<file path="src/rtl/compare_arbiter_pkg.sv">
// Shared constants for the two-requester compare arbiter.
// Op codes follow the comparison display select codes.
package compare_arbiter_pkg;

   localparam int RSP_W = 8;

   localparam logic [1:0] OP_EQ  = 2'b00;
   localparam logic [1:0] OP_GT  = 2'b01;
   localparam logic [1:0] OP_LT  = 2'b10;
   localparam logic [1:0] OP_MAX = 2'b11;

   typedef enum logic [1:0] {
      IDLE = 2'b00,
      EXEC = 2'b01,
      RESP = 2'b10
   } state_e;

endpackage

</file>
<file path="src/rtl/compare_arbiter_compare_unit.sv">
// Combinational compare: eq/gt/lt give a flag in bit 0, max gives the larger operand.
// Zero latency; no handshake, fed from the arbiter's operand registers.
module compare_unit
   import compare_arbiter_pkg::*;
#(
   parameter int W = 4
) (
   input  logic [W-1:0]     x,
   input  logic [W-1:0]     y,
   input  logic [1:0]       op,
   output logic [RSP_W-1:0] result
);

   always_comb begin
      result = '0;
      case (op)
         OP_EQ:   result[0]      = (x == y);
         OP_GT:   result[0]      = (x > y);
         OP_LT:   result[0]      = (x < y);
         default: result[W-1:0]  = (y > x) ? y : x;
      endcase
   end

endmodule

</file>
<file path="src/rtl/compare_arbiter.sv">
// Round-robin shares one compare unit between two requesters; IDLE -> EXEC -> RESP.
// Result registered one cycle after accept; RESP holds until rsp_ready, blocking new accepts.
module compare_arbiter
   import compare_arbiter_pkg::*;
#(
   parameter int W = 4
) (
   input  logic             clk,
   input  logic             rst_n,
   input  logic             req0_valid,
   output logic             req0_ready,
   input  logic [W-1:0]     req0_x,
   input  logic [W-1:0]     req0_y,
   input  logic [1:0]       req0_op,
   input  logic             req1_valid,
   output logic             req1_ready,
   input  logic [W-1:0]     req1_x,
   input  logic [W-1:0]     req1_y,
   input  logic [1:0]       req1_op,
   output logic             rsp_valid,
   input  logic             rsp_ready,
   output logic             rsp_id,
   output logic [RSP_W-1:0] rsp_data,
   output logic             busy
);

   typedef struct packed {
      logic         id;
      logic [1:0]   op;
      logic [W-1:0] x;
      logic [W-1:0] y;
   } opnd_t;

   state_e           state_q, state_d;
   logic             last_grant_q, last_grant_d;
   opnd_t            opnd_q, opnd_d;
   logic [RSP_W-1:0] rsp_data_q, rsp_data_d;
   logic             rsp_id_q, rsp_id_d;
   logic             grant;
   logic             accept;
   logic [RSP_W-1:0] cmp_result;

   // Under contention the requester not served last wins; a lone requester always wins.
   always_comb begin
      if (req0_valid && req1_valid) begin
         grant = ~last_grant_q;
      end else begin
         grant = req1_valid;
      end
   end

   assign req0_ready = (state_q == IDLE) && req0_valid && !grant;
   assign req1_ready = (state_q == IDLE) && req1_valid &&  grant;
   assign accept     = req0_ready || req1_ready;

   compare_unit #(.W(W)) u_compare_unit (
      .x      (opnd_q.x),
      .y      (opnd_q.y),
      .op     (opnd_q.op),
      .result (cmp_result)
   );

   always_comb begin
      state_d      = state_q;
      last_grant_d = last_grant_q;
      opnd_d       = opnd_q;
      rsp_data_d   = rsp_data_q;
      rsp_id_d     = rsp_id_q;
      case (state_q)
         IDLE: begin
            if (accept) begin
               last_grant_d = grant;
               opnd_d.id    = grant;
               opnd_d.op    = grant ? req1_op : req0_op;
               opnd_d.x     = grant ? req1_x  : req0_x;
               opnd_d.y     = grant ? req1_y  : req0_y;
               state_d      = EXEC;
            end
         end
         EXEC: begin
            rsp_data_d = cmp_result;
            rsp_id_d   = opnd_q.id;
            state_d    = RESP;
         end
         RESP: begin
            if (rsp_ready) begin
               state_d = IDLE;
            end
         end
         default: state_d = IDLE;
      endcase
   end

   always_ff @(posedge clk or negedge rst_n) begin
      if (!rst_n) begin
         state_q      <= IDLE;
         last_grant_q <= 1'b1;
         opnd_q       <= '0;
         rsp_data_q   <= '0;
         rsp_id_q     <= 1'b0;
      end else begin
         state_q      <= state_d;
         last_grant_q <= last_grant_d;
         opnd_q       <= opnd_d;
         rsp_data_q   <= rsp_data_d;
         rsp_id_q     <= rsp_id_d;
      end
   end

   assign rsp_valid = (state_q == RESP);
   assign rsp_data  = rsp_data_q;
   assign rsp_id    = rsp_id_q;
   assign busy      = (state_q != IDLE);

endmodule

</file>
<file path="config.mk">
export PLATFORM = sky130hd
export DESIGN_NAME = compare_arbiter
export DESIGN_NICKNAME = d
export VERILOG_FILES = /design/src/rtl/compare_arbiter_pkg.sv /design/src/rtl/compare_arbiter_compare_unit.sv /design/src/rtl/compare_arbiter.sv
export SDC_FILE = /design/constraint.sdc
export NUM_CORES = 1
export LEC_CHECK = 0
export CORE_MARGIN = 4
export CORE_UTILIZATION = 55
export DETAILED_ROUTE_END_ITERATION = 16
export DONT_BUFFER_PORTS = 1
export PLACE_DENSITY_LB_ADDON = 0.08
export SETUP_SLACK_MARGIN = 0.5
export SYNTH_ARGS = -nofsm -noshare
export SYNTH_HDL_FRONTEND = slang
export SYNTH_SLANG_ARGS = --single-unit
</file>
<file path="constraint.sdc">
create_clock -name clk -period 1.5 [get_ports clk]
set_input_delay 0.15 -clock clk [delete_from_list [all_inputs] [get_ports clk]]
set_output_delay 0.15 -clock clk [all_outputs]
set_load 0.03 [all_outputs]
</file>
==> flow_summary.html <==
<table>
<tr><th>Metric</th><th>Value</th></tr>
<tr><th colspan="2">Run status</th></tr>
<tr><td>Run status</td><td>finished, violations left</td></tr>
<tr><td>Failing checks</td><td>negative setup slack</td></tr>
<tr><th colspan="2">Clock tree</th></tr>
<tr><td>Clock sink count</td><td>19</td></tr>
<tr><td>Clock Tree Buf Depth</td><td>2</td></tr>
<tr><td>Clock-pin transition on the worst setup and hold timing paths</td><td>0.11 ns</td></tr>
<tr><td>Buffer cell driving the clock tree root</td><td>sky130_fd_sc_hd__clkbuf_4</td></tr>
<tr><td>Insertion delay to the later sink of the worst-skew pair</td><td>0.31 ns</td></tr>
<tr><td>CTS H-tree lvls</td><td>1</td></tr>
<tr><td>Number of clock buffers inserted by TritonCTS</td><td>3</td></tr>
<tr><td>TritonCTS clock tree</td><td>yes</td></tr>
<tr><th colspan="2">Finish</th></tr>
<tr><td>Total area of multi-input combinational cells</td><td>752.0 µm²</td></tr>
<tr><td>Register area</td><td>476.7 µm²</td></tr>
<tr><td>Final Core Density</td><td>88.35%</td></tr>
<tr><td>Layout overhead on the synthesized area</td><td>46.91%</td></tr>
<tr><td>Leading cell types in the layout, fill and taps excluded</td><td>sky130_fd_sc_hd__dfrtp_1, sky130_fd_sc_hd__nor2_4, sky130_fd_sc_hd__a21oi_2, sky130_fd_sc_hd__buf_4, sky130_fd_sc_hd__mux2i_1</td></tr>
<tr><td>Commonest non-fill, non-tap cell in the layout</td><td>sky130_fd_sc_hd__dfrtp_1</td></tr>
<tr><td>Fraction of final layout cells sized beyond drive strength 1</td><td>52.67%</td></tr>
<tr><td>Final instance area</td><td>1575 µm²</td></tr>
<tr><td>Antenna diodes</td><td>0</td></tr>
<tr><td>Number of filler instances in the final layout</td><td>74</td></tr>
<tr><td>Net count, final</td><td>161</td></tr>
<tr><th colspan="2">Worst setup path</th></tr>
<tr><td>CP endpoint kind</td><td>flip-flop</td></tr>
<tr><td>Ordered cell list for the critical path</td><td>inv_1 -&gt; ha_4 -&gt; nor2b_4 -&gt; o211ai_4 -&gt; a21boi_4 -&gt; mux2i_2 -&gt; o21ai_1</td></tr>
<tr><td>Data arrival at the endpoint of the critical path</td><td>1.98 ns</td></tr>
<tr><td>Worst r2r path cells</td><td>7</td></tr>
<tr><td>Worst path max stage delay</td><td>0.38 ns</td></tr>
<tr><td>Origin of the critical flop-to-flop path</td><td>opnd_q[5]$_DFFE_PN0P_</td></tr>
<tr><td>Library cell contributing the largest single delay on the critical path</td><td>sky130_fd_sc_hd__dfrtp_1</td></tr>
<tr><td>Worst setup path class</td><td>flip-flop to flip-flop</td></tr>
<tr><td>Startpoint type of the worst setup path</td><td>flip-flop</td></tr>
<tr><td>Destination of the worst register-to-register timing path</td><td>rsp_data[3]$_DFFE_PN0N_</td></tr>
<tr><td>Max FO, Critical Path</td><td>5</td></tr>
<tr><td>Required time worst endpoint</td><td>1.70 ns</td></tr>
<tr><td>Worst reg-to-reg setup slack</td><td>-0.28 ns</td></tr>
<tr><th colspan="2">Floorplanning</th></tr>
<tr><td>Die boundary height</td><td>52.16 µm</td></tr>
<tr><td>Count of boundary I/O pins</td><td>38</td></tr>
<tr><td>Horizontal die dimension</td><td>52.16 µm</td></tr>
<tr><td>Placeable Area</td><td>1783 µm²</td></tr>
<tr><td>Number of cell rows</td><td>15</td></tr>
<tr><td>Die Area</td><td>2720 µm²</td></tr>
<tr><td>Initial core utilization</td><td>60.14%</td></tr>
<tr><th colspan="2">Yosys</th></tr>
<tr><td>Number of synthesized register bits</td><td>19</td></tr>
<tr><td>Mapped cell area</td><td>1072 µm²</td></tr>
<tr><td>Post-Syn Area per Cell</td><td>9.929 µm²</td></tr>
<tr><td>Share of the yosys chip area belonging to registers</td><td>44.46%</td></tr>
<tr><td>Most area-hungry cell type in the Yosys netlist</td><td>sky130_fd_sc_hd__dfrtp_1</td></tr>
<tr><td>Post-synth cell types</td><td>29</td></tr>
<tr><td>Cell types with the largest area share after synthesis</td><td>sky130_fd_sc_hd__dfrtp_1, sky130_fd_sc_hd__mux2i_1, sky130_fd_sc_hd__a21oi_1</td></tr>
<tr><td>Warning count from the yosys run</td><td>0</td></tr>
<tr><td>Share of the synthesized area in the top cell type</td><td>42.01%</td></tr>
<tr><td>Synthesized instance count</td><td>108</td></tr>
<tr><th colspan="2">Placed design</th></tr>
<tr><td>Cell area after placement</td><td>1190 µm²</td></tr>
<tr><td>IO Port Bufs</td><td>0</td></tr>
<tr><td>Routability congestion estimate</td><td>0.8091</td></tr>
<tr><td>Pre-CTS setup slack</td><td>-0.1706 ns</td></tr>
<tr><td>HPWL after detailed placement</td><td>1665 µm</td></tr>
<tr><th colspan="2">STA</th></tr>
<tr><td>Clock skew after layout</td><td>0.004133 ns</td></tr>
<tr><td>Maximum clock frequency</td><td>0.5613 GHz</td></tr>
<tr><td>Remaining max-slew budget at the tightest pin</td><td>42.26%</td></tr>
<tr><td>Number of endpoints failing setup at the final stage</td><td>4</td></tr>
<tr><td>Slew @ Worst Pin</td><td>0.8661 ns</td></tr>
<tr><td>Unrepaired setup endpoints after global routing</td><td>yes</td></tr>
<tr><td>Number of max-slew violations in the final report</td><td>0</td></tr>
<tr><td>Slack of the critical path</td><td>-0.2815 ns</td></tr>
<tr><td>Crit path time final</td><td>1.781 ns</td></tr>
<tr><td>Number of hold violations in the final report</td><td>0</td></tr>
<tr><td>Final period utilization</td><td>118.8%</td></tr>
<tr><th colspan="2">Power</th></tr>
<tr><td>Switching part of the total power</td><td>46.58%</td></tr>
<tr><td>PnR Total Power</td><td>3.964 mW</td></tr>
<tr><td>Power per Cell Area</td><td>2517 nW/µm²</td></tr>
<tr><td>Comb power frac</td><td>65.3%</td></tr>
<tr><td>Switching power of the nets</td><td>1.847 mW</td></tr>
<tr><td>Worst IR Drop VDD</td><td>1.963 mV</td></tr>
<tr><td>Sequential share of power</td><td>27.9%</td></tr>
<tr><td>Clock network fraction of total power</td><td>6.8%</td></tr>
<tr><td>Internal power</td><td>2.118 mW</td></tr>
<tr><td>Reported leakage power</td><td>0.6859 nW</td></tr>
<tr><th colspan="2">Routing</th></tr>
<tr><td>Wire length per cell after detailed routing</td><td>17.99 µm</td></tr>
<tr><td>DR vias</td><td>876</td></tr>
<tr><td>Number of search-and-repair iterations in the first detailed-routing pass</td><td>4</td></tr>
<tr><td>Total DRC errors in the routed layout</td><td>0</td></tr>
<tr><td>Antenna-violating nets left</td><td>0</td></tr>
<tr><td>Final Routed Wirelength</td><td>2807 µm</td></tr>
<tr><td>Drt first-iter violations</td><td>36</td></tr>
<tr><td>Via density per instance</td><td>5.615</td></tr>
<tr><th colspan="2">Global route</th></tr>
<tr><td>Via count of the first global-routing pass</td><td>990</td></tr>
<tr><td>First-pass GRT wire length</td><td>4733 µm</td></tr>
<tr><td>Initial antenna violation count</td><td>0</td></tr>
<tr><td>All-layer global routing usage</td><td>24.94%</td></tr>
<tr><td>Pin count of the biggest net entering global routing</td><td>22</td></tr>
<tr><td>Remaining global-route overflow</td><td>0</td></tr>
<tr><th colspan="2">Worst hold path</th></tr>
<tr><td>Worst min path class</td><td>input pin to async pin</td></tr>
<tr><th colspan="2">Job</th></tr>
<tr><td>Number of maximum-capacitance constraint violations</td><td>0</td></tr>
</table>
-- registers in the layout (all words and copies together), names as in the netlist --
register and cells:
opnd_q 11, rsp_data 4, state_q 2, last_grant_q 1, rsp_id 1
-- power by group through the flow --
| stage | clock network, mW | registers (mW) | logic [mW] |
|---|---|---|---|
| 2_1_floorplan | 0 | 1.04 | 1.41 |
| 3_3_place_gp | 0 | 1.06 | 1.73 |
| 3_5_place_dp | 0 | 1.07 | 1.79 |
| 4_1_cts | 0.269 | 1.08 | 2.44 |
| 5_1_grt | 0.299 | 1.13 | 2.78 |
| 6_report | 0.271 | 1.11 | 2.59 |
-- per-layer routing --
metal,vias to the layer above,track usage [%],part of all wire (%)
li1,410,-,-
met1,426,29.26,40
met2,30,43.51,52
met3,10,6.304,5.5
met4,0,9.362,2.5
met5,-,0,0
-- critical path: cells and delay by family (launching register included) --
kind | cells | cell delay (ns)
flip-flops | 1 | 0.38
multiplexers | 1 | 0.29
AO/OA/AOI/OAI | 3 | 0.49
buffers and inverters | 1 | 0.08
adder cells (fa/ha/maj) | 1 | 0.27
AND/OR/NAND/NOR | 1 | 0.16
-- worst max-delay path by stage --
stage,from,end,slack (ns),cells past startpoint
6_report,opnd_q[5]$_DFFE_PN0P_,rsp_data[3]$_DFFE_PN0N_,-0.28,7
3_3_place_gp,opnd_q[1]$_DFFE_PN0P_,rsp_data[0]$_DFFE_PN0N_,-0.08,6
4_1_cts,opnd_q[1]$_DFFE_PN0P_,rsp_data[3]$_DFFE_PN0N_,-0.18,6
5_1_grt,opnd_q[5]$_DFFE_PN0P_,rsp_data[3]$_DFFE_PN0N_,-0.31,7
2_1_floorplan,opnd_q[5]$_DFFE_PN0P_,rsp_data[0]$_DFFE_PN0N_,-0.04,7
3_5_place_dp,opnd_q[1]$_DFFE_PN0P_,rsp_data[0]$_DFFE_PN0N_,-0.17,6
-- Yosys cell counts --
master	n
sky130_fd_sc_hd__a31oi_1	1
sky130_fd_sc_hd__nor2b_1	1
sky130_fd_sc_hd__nand2b_1	2
sky130_fd_sc_hd__conb_1	1
sky130_fd_sc_hd__nor2b_4	1
sky130_fd_sc_hd__a21oi_1	12
sky130_fd_sc_hd__dfstp_2	1
sky130_fd_sc_hd__nand2_1	7
sky130_fd_sc_hd__a21boi_2	1
sky130_fd_sc_hd__o211ai_4	1
sky130_fd_sc_hd__mux2i_1	14
sky130_fd_sc_hd__o21ai_0	1
sky130_fd_sc_hd__buf_2	1
sky130_fd_sc_hd__a221oi_2	1
sky130_fd_sc_hd__o22ai_1	1
sky130_fd_sc_hd__nand3_1	1
sky130_fd_sc_hd__a21o_1	1
sky130_fd_sc_hd__o211ai_1	1
sky130_fd_sc_hd__a21boi_4	1
sky130_fd_sc_hd__nor2_2	1
sky130_fd_sc_hd__o21ai_1	3
sky130_fd_sc_hd__a31o_1	1
sky130_fd_sc_hd__buf_4	6
sky130_fd_sc_hd__dfrtp_1	18
sky130_fd_sc_hd__nand4_1	1
sky130_fd_sc_hd__nor2_1	16
sky130_fd_sc_hd__and2_1	1
sky130_fd_sc_hd__ha_1	4
sky130_fd_sc_hd__inv_1	7
-- layout make-up --
type	instances	area share, %
clock buffer	3	1.430
clock inverter	1	0.3177
inverter	7	2.462
multi-input combinational	78	47.74
sequential	19	30.26
tap	25	1.986
timing repair buffer	23	15.81
-- timing repair --
| item | 4_1_cts | 5_1_grt |
|---|---|---|
| pin swaps | 12 | 3 |
| setup buffers | 8 | 1 |
| setup endpoints to repair | 22 | 45 |
| cloned | 1 | 0 |
| endpoints found under the hold margin | 21 | 0 |
| hold buffers | 4 | 0 |
| resized for setup | 54 | 4 |
-- cell families (layout without fill, tap and decap cells) --
logic type / after synthesis / after routing / synth area share (%)
and+or+nand+nor: 31 / 31 / 13.30
AOI/OAI and AO/OA: 25 / 25 / 17.04
DFF: 19 / 19 / 44.46
muxes: 14 / 14 / 13.07
buffers and inverters: 14 / 34 / 7.118
adders and majority gates: 4 / 4 / 4.668
other: 1 / 4 / 0.3497
-- stage by stage --
| step | hold slack [ns] | cells | TNS [ns] |
|---|---|---|---|
| global placement | -0.1452 | 138 | -0.4035 |
| detailed placement | -0.1451 | 138 | -1.274 |
| floorplan | -0.1456 | 111 | -0.04028 |
| global route | 0.01581 | 156 | -1.143 |
| finish | 0.008044 | 156 | -0.8883 |
| CTS | 0.03306 | 155 | -0.6890 |
Note: power is estimated with default switching activity, not from simulation.
